--- src/rtl/serial_adder_ctrl_if.sv ---
// Operand/result handshake bundle for serial_adder_ctrl.
// master = operand producer / result consumer, slave = the controller.
interface serial_adder_ctrl_if #(
    parameter int WIDTH = 8
);
    logic             in_valid;
    logic             in_ready;
    logic [WIDTH-1:0] a;
    logic [WIDTH-1:0] b;
    logic             cin;
    logic             sub;
    logic             out_valid;
    logic             out_ready;
    logic [WIDTH-1:0] sum;
    logic             cout;
    logic             ovf;
    logic             busy;

    modport master (
        output in_valid, a, b, cin, sub, out_ready,
        input  in_ready, out_valid, sum, cout, ovf, busy
    );

    modport slave (
        input  in_valid, a, b, cin, sub, out_ready,
        output in_ready, out_valid, sum, cout, ovf, busy
    );
endinterface

--- src/rtl/serial_adder_ctrl.sv ---
// Bit-serial adder: one fulladder_element reused LSB-first over WIDTH cycles.
// Optional subtract mode enabled by defining SERIAL_ADDER_SUB_EN.
module fulladder_element #(
    parameter int LEVEL = 2
) (
    input  logic a,
    input  logic b,
    input  logic c,
    output logic s,
    output logic co
);
    generate
        if (LEVEL == 3) begin : g_behav
            always_comb begin
                {co, s} = {1'b0, a} + {1'b0, b} + {1'b0, c};
            end
        end else if (LEVEL == 2) begin : g_rtl
            always_comb begin
                s  = a ^ b ^ c;
                co = (a & b) | (c & (a ^ b));
            end
        end else begin : g_gate
            logic x1, n1, n2;
            xor u_x1 (x1, a, b);
            xor u_x2 (s, x1, c);
            and u_a1 (n1, a, b);
            and u_a2 (n2, x1, c);
            or  u_o1 (co, n1, n2);
        end
    endgenerate
endmodule

module serial_adder_ctrl #(
    parameter int WIDTH = 8,
    parameter int LEVEL = 2
) (
    input  logic                 clk,
    input  logic                 rst,
    serial_adder_ctrl_if.slave   bus
);
    localparam int CW = $clog2(WIDTH + 1);

    typedef enum logic [1:0] {
        IDLE = 2'd0,
        RUN  = 2'd1,
        DONE = 2'd2
    } state_t;

    state_t           state, state_nx;
    logic [WIDTH-1:0] sa, sb, ss, sum_q;
    logic [WIDTH-1:0] ss_nx;
    logic [WIDTH:0]   ss_ext;
    logic [CW-1:0]    cnt;
    logic             carry, cout_q, ovf_q;
    logic             fa_b, fa_s, fa_co;
    logic             last;

`ifdef SERIAL_ADDER_SUB_EN
    logic             subr;
    assign fa_b = sb[0] ^ subr;
`else
    logic             unused_sub;
    assign unused_sub = bus.sub;
    assign fa_b       = sb[0];
`endif

    fulladder_element #(.LEVEL(LEVEL)) u_fa (
        .a  (sa[0]),
        .b  (fa_b),
        .c  (carry),
        .s  (fa_s),
        .co (fa_co)
    );

    assign last   = (cnt == CW'(WIDTH - 1));
    // Shift the new sum bit in at the MSB; written so WIDTH=1 needs no special case.
    assign ss_ext = {fa_s, ss} >> 1;
    assign ss_nx  = ss_ext[WIDTH-1:0];

    always_ff @(posedge clk or posedge rst) begin
        if (rst) state <= IDLE;
        else     state <= state_nx;
    end

    always_comb begin
        state_nx = state;
        case (state)
            IDLE:    if (bus.in_valid)  state_nx = RUN;
            RUN:     if (last)          state_nx = DONE;
            DONE:    if (bus.out_ready) state_nx = IDLE;
            default:                    state_nx = IDLE;
        endcase
    end

    always_ff @(posedge clk or posedge rst) begin
        if (rst) begin
            sa     <= '0;
            sb     <= '0;
            ss     <= '0;
            cnt    <= '0;
            carry  <= 1'b0;
            sum_q  <= '0;
            cout_q <= 1'b0;
            ovf_q  <= 1'b0;
`ifdef SERIAL_ADDER_SUB_EN
            subr   <= 1'b0;
`endif
        end else begin
            case (state)
                IDLE: begin
                    if (bus.in_valid) begin
                        sa    <= bus.a;
                        sb    <= bus.b;
                        ss    <= '0;
                        cnt   <= '0;
`ifdef SERIAL_ADDER_SUB_EN
                        subr  <= bus.sub;
                        carry <= bus.sub ? 1'b1 : bus.cin;
`else
                        carry <= bus.cin;
`endif
                    end
                end
                RUN: begin
                    sa    <= sa >> 1;
                    sb    <= sb >> 1;
                    ss    <= ss_nx;
                    carry <= fa_co;
                    cnt   <= cnt + 1'b1;
                    // Result registers load only at DONE entry, so they hold through the next RUN.
                    if (last) begin
                        sum_q  <= ss_nx;
                        cout_q <= fa_co;
                        ovf_q  <= carry ^ fa_co;
                    end
                end
                default: ;
            endcase
        end
    end

    assign bus.in_ready  = (state == IDLE);
    assign bus.out_valid = (state == DONE);
    assign bus.busy      = (state != IDLE);
    assign bus.sum       = sum_q;
    assign bus.cout      = cout_q;
    assign bus.ovf       = ovf_q;
endmodule

--- src/flat_wrapper.sv ---
// flat-port wrapper written by rule: the top's interface ports become plain ports
module serial_adder_ctrl_flat 
#(
    parameter int WIDTH = 8,
    parameter int LEVEL = 2
)
  (clk, rst, bus_in_valid, bus_a, bus_b, bus_cin, bus_sub, bus_out_ready, bus_in_ready, bus_out_valid, bus_sum, bus_cout, bus_ovf, bus_busy);
  serial_adder_ctrl_if #(.WIDTH(WIDTH)) bus_i ();
  input  logic clk;
  input  logic rst;
  input wire logic [$bits(bus_i.in_valid)-1:0] bus_in_valid;
  input wire logic [$bits(bus_i.a)-1:0] bus_a;
  input wire logic [$bits(bus_i.b)-1:0] bus_b;
  input wire logic [$bits(bus_i.cin)-1:0] bus_cin;
  input wire logic [$bits(bus_i.sub)-1:0] bus_sub;
  input wire logic [$bits(bus_i.out_ready)-1:0] bus_out_ready;
  output wire logic [$bits(bus_i.in_ready)-1:0] bus_in_ready;
  output wire logic [$bits(bus_i.out_valid)-1:0] bus_out_valid;
  output wire logic [$bits(bus_i.sum)-1:0] bus_sum;
  output wire logic [$bits(bus_i.cout)-1:0] bus_cout;
  output wire logic [$bits(bus_i.ovf)-1:0] bus_ovf;
  output wire logic [$bits(bus_i.busy)-1:0] bus_busy;
  assign bus_i.in_valid = bus_in_valid;
  assign bus_i.a = bus_a;
  assign bus_i.b = bus_b;
  assign bus_i.cin = bus_cin;
  assign bus_i.sub = bus_sub;
  assign bus_i.out_ready = bus_out_ready;
  assign bus_in_ready = bus_i.in_ready;
  assign bus_out_valid = bus_i.out_valid;
  assign bus_sum = bus_i.sum;
  assign bus_cout = bus_i.cout;
  assign bus_ovf = bus_i.ovf;
  assign bus_busy = bus_i.busy;
  serial_adder_ctrl #(.WIDTH(WIDTH), .LEVEL(LEVEL)) u_core (.clk(clk), .rst(rst), .bus(bus_i));
endmodule
--- config.mk ---
export PLATFORM = sky130hd
export DESIGN_NAME = serial_adder_ctrl_flat
export DESIGN_NICKNAME = d
export VERILOG_FILES = /design/src/rtl/serial_adder_ctrl_if.sv /design/src/rtl/serial_adder_ctrl.sv /design/src/flat_wrapper.sv
export SDC_FILE = /design/constraint.sdc
export NUM_CORES = 1
export LEC_CHECK = 0
export CORE_ASPECT_RATIO = 0.8
export CORE_UTILIZATION = 51
export CTS_CLUSTER_SIZE = 24
export DETAILED_ROUTE_END_ITERATION = 6
export PLACE_DENSITY = 0.77
export SLEW_MARGIN = 20
export SYNTH_ARGS = -nofsm -noshare
export SYNTH_HDL_FRONTEND = slang
export SYNTH_SLANG_ARGS = --single-unit
--- constraint.sdc ---
create_clock -name clk -period 1.62 [get_ports clk]
set_input_delay 0.162 -clock clk [delete_from_list [all_inputs] [get_ports clk]]
set_output_delay 0.162 -clock clk [all_outputs]
set_load 0.01 [all_outputs]
==> impl_metrics.env <==
export IMPL_diodes=0
export IMPL_rows=19
export IMPL_multiInputGateArea_um2=800
export IMPL_grt_first_pass_wirelength_um=6720
export IMPL_place_area_um2=2260
export IMPL_synth_xor_area_share=0.00477
export IMPL_drive_gt1_frac=0.191
export IMPL_arrival_ns=1.75
export IMPL_ir_drop_uv=1050
export IMPL_num_io_pins=35
export IMPL_synth_top_family_by_area="compound AO/OA/AOI/OAI gates"
export IMPL_hp_class="in -> async"
export IMPL_r2r_start="u_core.cnt[1]"
export IMPL_die_w_um=69.1
export IMPL_cts_htree_levels=2
export IMPL_worst_slew_pin_slew_ns=0.507
export IMPL_routed_wirelength_um=4230
export IMPL_gr_usage_all_layers=0.223
export IMPL_final_antenna_net_count=0
export IMPL_clockRootBuffer="clkbuf_8"
export IMPL_met2_usage=0.359
export IMPL_synth_top_area_frac=0.545
export IMPL_synth_fp_nets=187
export IMPL_met1_usage=0.296
export IMPL_cts_tree="done"
export IMPL_crit_start="u_core.cnt[1]"
export IMPL_synth_avg_cell_area_um2=11.3
export IMPL_yosysTopAreaCell="dfrtp_1"
export IMPL_r2r_cells=5
export IMPL_place_congestion=0.785
export IMPL_dpl_hpwl_um=2660
export IMPL_drc=0
export IMPL_powerDensity_nw_per_um2=1680
export IMPL_syn_area_um2=1840
export IMPL_synth_cell_types=28
export IMPL_synth_mux_area_frac=0.0667
export IMPL_hold_viol_final=0
export IMPL_setup_ws_ns=0.0468
export IMPL_nFillCells=240
export IMPL_drt_wirelength_per_cell_um=16.8
export IMPL_min_period_over_period=0.971
export IMPL_crit_path_end_kind="flop"
export IMPL_relSlewSlack=0.662
export IMPL_grt_max_degree=41
export IMPL_crit_path_start_kind="flop"
export IMPL_grtUsageMet3=0.0616
export IMPL_synth_compound_area_frac=0.219
export IMPL_path_class="reg -> reg"
export IMPL_min_period_ns=1.57
export IMPL_syn_to_final_growth_pct=32.6
export IMPL_clk_path_buf_depth=2
export IMPL_dieArea_um2=3850
export IMPL_drv_slew=0
export IMPL_port_buffers=33
export IMPL_dr_pass1_iters=4
export IMPL_nNetsFinal=232
export IMPL_ys_ff_latch=40
export IMPL_synthTopCellsByArea="dfrtp_1 54%, a22oi_1 6.5%, mux2_2 6.1%"
export IMPL_timing_max_cap_violations=0
export IMPL_antenna_found_initial=0
export IMPL_critPathMaxFanout=6
export IMPL_synth_fa_ha_area_frac=0.0177
export IMPL_status="completed"
export IMPL_design_area_um2=2440
export IMPL_synth_simple_area_share=0.106
export IMPL_start_util=0.533
export IMPL_grt_overflow_total=0
export IMPL_clkSinkCount=40
export IMPL_required_ns=1.80
export IMPL_vias=1440
export IMPL_seq_area_um2=1000
export IMPL_fmax_mhz=636
export IMPL_syn_inst=163
export IMPL_clk_latency_ns=0.29
export IMPL_dp_slack_ns=0.0929
export IMPL_power_leakage_nw=1.12
export IMPL_power_total_mw=4.09
export IMPL_coreArea_um2=3450
export IMPL_vias_per_cell=5.74
export IMPL_busiest_layer="met2"
export IMPL_yosys_warnings=0
export IMPL_yosysSeqAreaShare=0.545
export IMPL_drtIter0Drc=82
export IMPL_path_clk_slew_ns=0.08
export IMPL_cts_hold_buf=0
export IMPL_grt_pass1_vias=1424
export IMPL_setup_viol=0
export IMPL_clock_skew_ns=0.00662
export IMPL_die_y_um=55.7
export IMPL_cts_inserted_buffers=5
-- final timing paths --
path                                endpoint  slack (ns)
max in group asynchronous       u_core.sa[7]        0.98
min in group clk             u_core.state[1]        0.44
hold reg to reg                 u_core.sa[7]        0.51
setup reg to reg           u_core.bus.sum[6]        0.05
setup / recovery           u_core.bus.sum[6]        0.05
hold / removal             u_core.bus.sum[5]        0.28
-- layout make-up --
type | count | share of cell area
multi-input cells | 109 | 0.328
inverters | 3 | 0.00462
clock inverters | 2 | 0.00411
repair buffers | 49 | 0.197
flip-flops and latches | 40 | 0.411
clock buffers | 6 | 0.0339
well taps | 42 | 0.0216
-- metrics by stage --
step | hold WS [ns] | std cells | TNS (ns) | utilization
CTS | 0.288 | 248 | 0 | 0.687
global route | 0.338 | 251 | -0.137 | 0.707
finish | 0.284 | 251 | 0 | 0.707
floorplan | 0.316 | 163 | 0 | -
detailed placement | 0.483 | 238 | 0 | 0.657
global placement | 0.479 | 238 | 0 | 0.657
-- worst max-delay path, cell delays in order (launching register included) --
cell and delay [ns]:
dfrtp_1 0.44, ha_4 0.18, nand2_2 0.08, nor3_4 0.24
clkbuf_16 0.20, mux2_2 0.33
-- flip-flops by register name, summed over array words and instances (netlist names) --
register	count
u_core.cnt	4
u_core.bus.ovf	1
u_core.carry	1
u_core.bus.cout	1
u_core.sa	8
u_core.state	2
u_core.ss	7
u_core.sb	8
u_core.bus.sum	8
-- cells in the final DEF, fill, tap and decap left out, types with 2 or more instances in the layout --
master           synthesis  final
a21oi_1                 18     18
a22o_1                   9      9
a22oi_1                 16     16
and2b_1                  9      9
buf_4                    1     13
clkbuf_8                 0      6
clkdlybuf4s50_1          0     30
clkinv_2                 0      2
dfrtp_1                 40     40
dlygate4sd2_1            0      3
inv_1                    3      3
mux2_2                  10      8
mux2_4                   0      2
nand2_1                  4      3
nor2b_1                 11     10
o21ai_0                 18     18
-- power breakdown --
group          total [mW]  internal (mW)  switching, mW
clock network       0.686          0.340          0.347
logic                1.69          0.945          0.748
registers            1.71           1.38          0.327
-- synth_stat cells --
library cell	count
o31ai_1	1
fa_1	1
buf_6	2
nand2b_1	2
nor2_1	1
and2_1	1
mux2_2	10
a21oi_1	18
mux2i_1	1
buf_4	1
nor3_2	1
buf_2	4
inv_1	3
o21bai_1	1
clkbuf_1	3
nand2_1	4
a22oi_1	16
and2b_1	9
a22o_1	9
a21o_1	1
xor2_1	1
or2_2	1
dfrtp_1	40
nor2b_1	11
ha_1	1
nand3_1	1
buf_1	1
o21ai_0	18
-- metal layers --
layer,part of all wire,vias up
met4,0.017,0
met1,0.46,708
met3,0.047,6
met2,0.48,50
met5,0,-
li1,-,676
-- repair_timing --
action | in CTS | in global routing
resized for setup | 3 | 10
setup buffers | 2 | 2
endpoints found under the setup margin | 3 | 17
gates cloned | 0 | 1
pin swaps | 0 | 2
-- kinds of logic after synthesis --
group / Yosys count
simple gates: 31
mux: 11
compound gates: 64
buf+inv: 14
flops: 40
xor+xnor: 1
fa+ha+maj: 2
No activity file was read; power rests on OpenSTA's default activity.
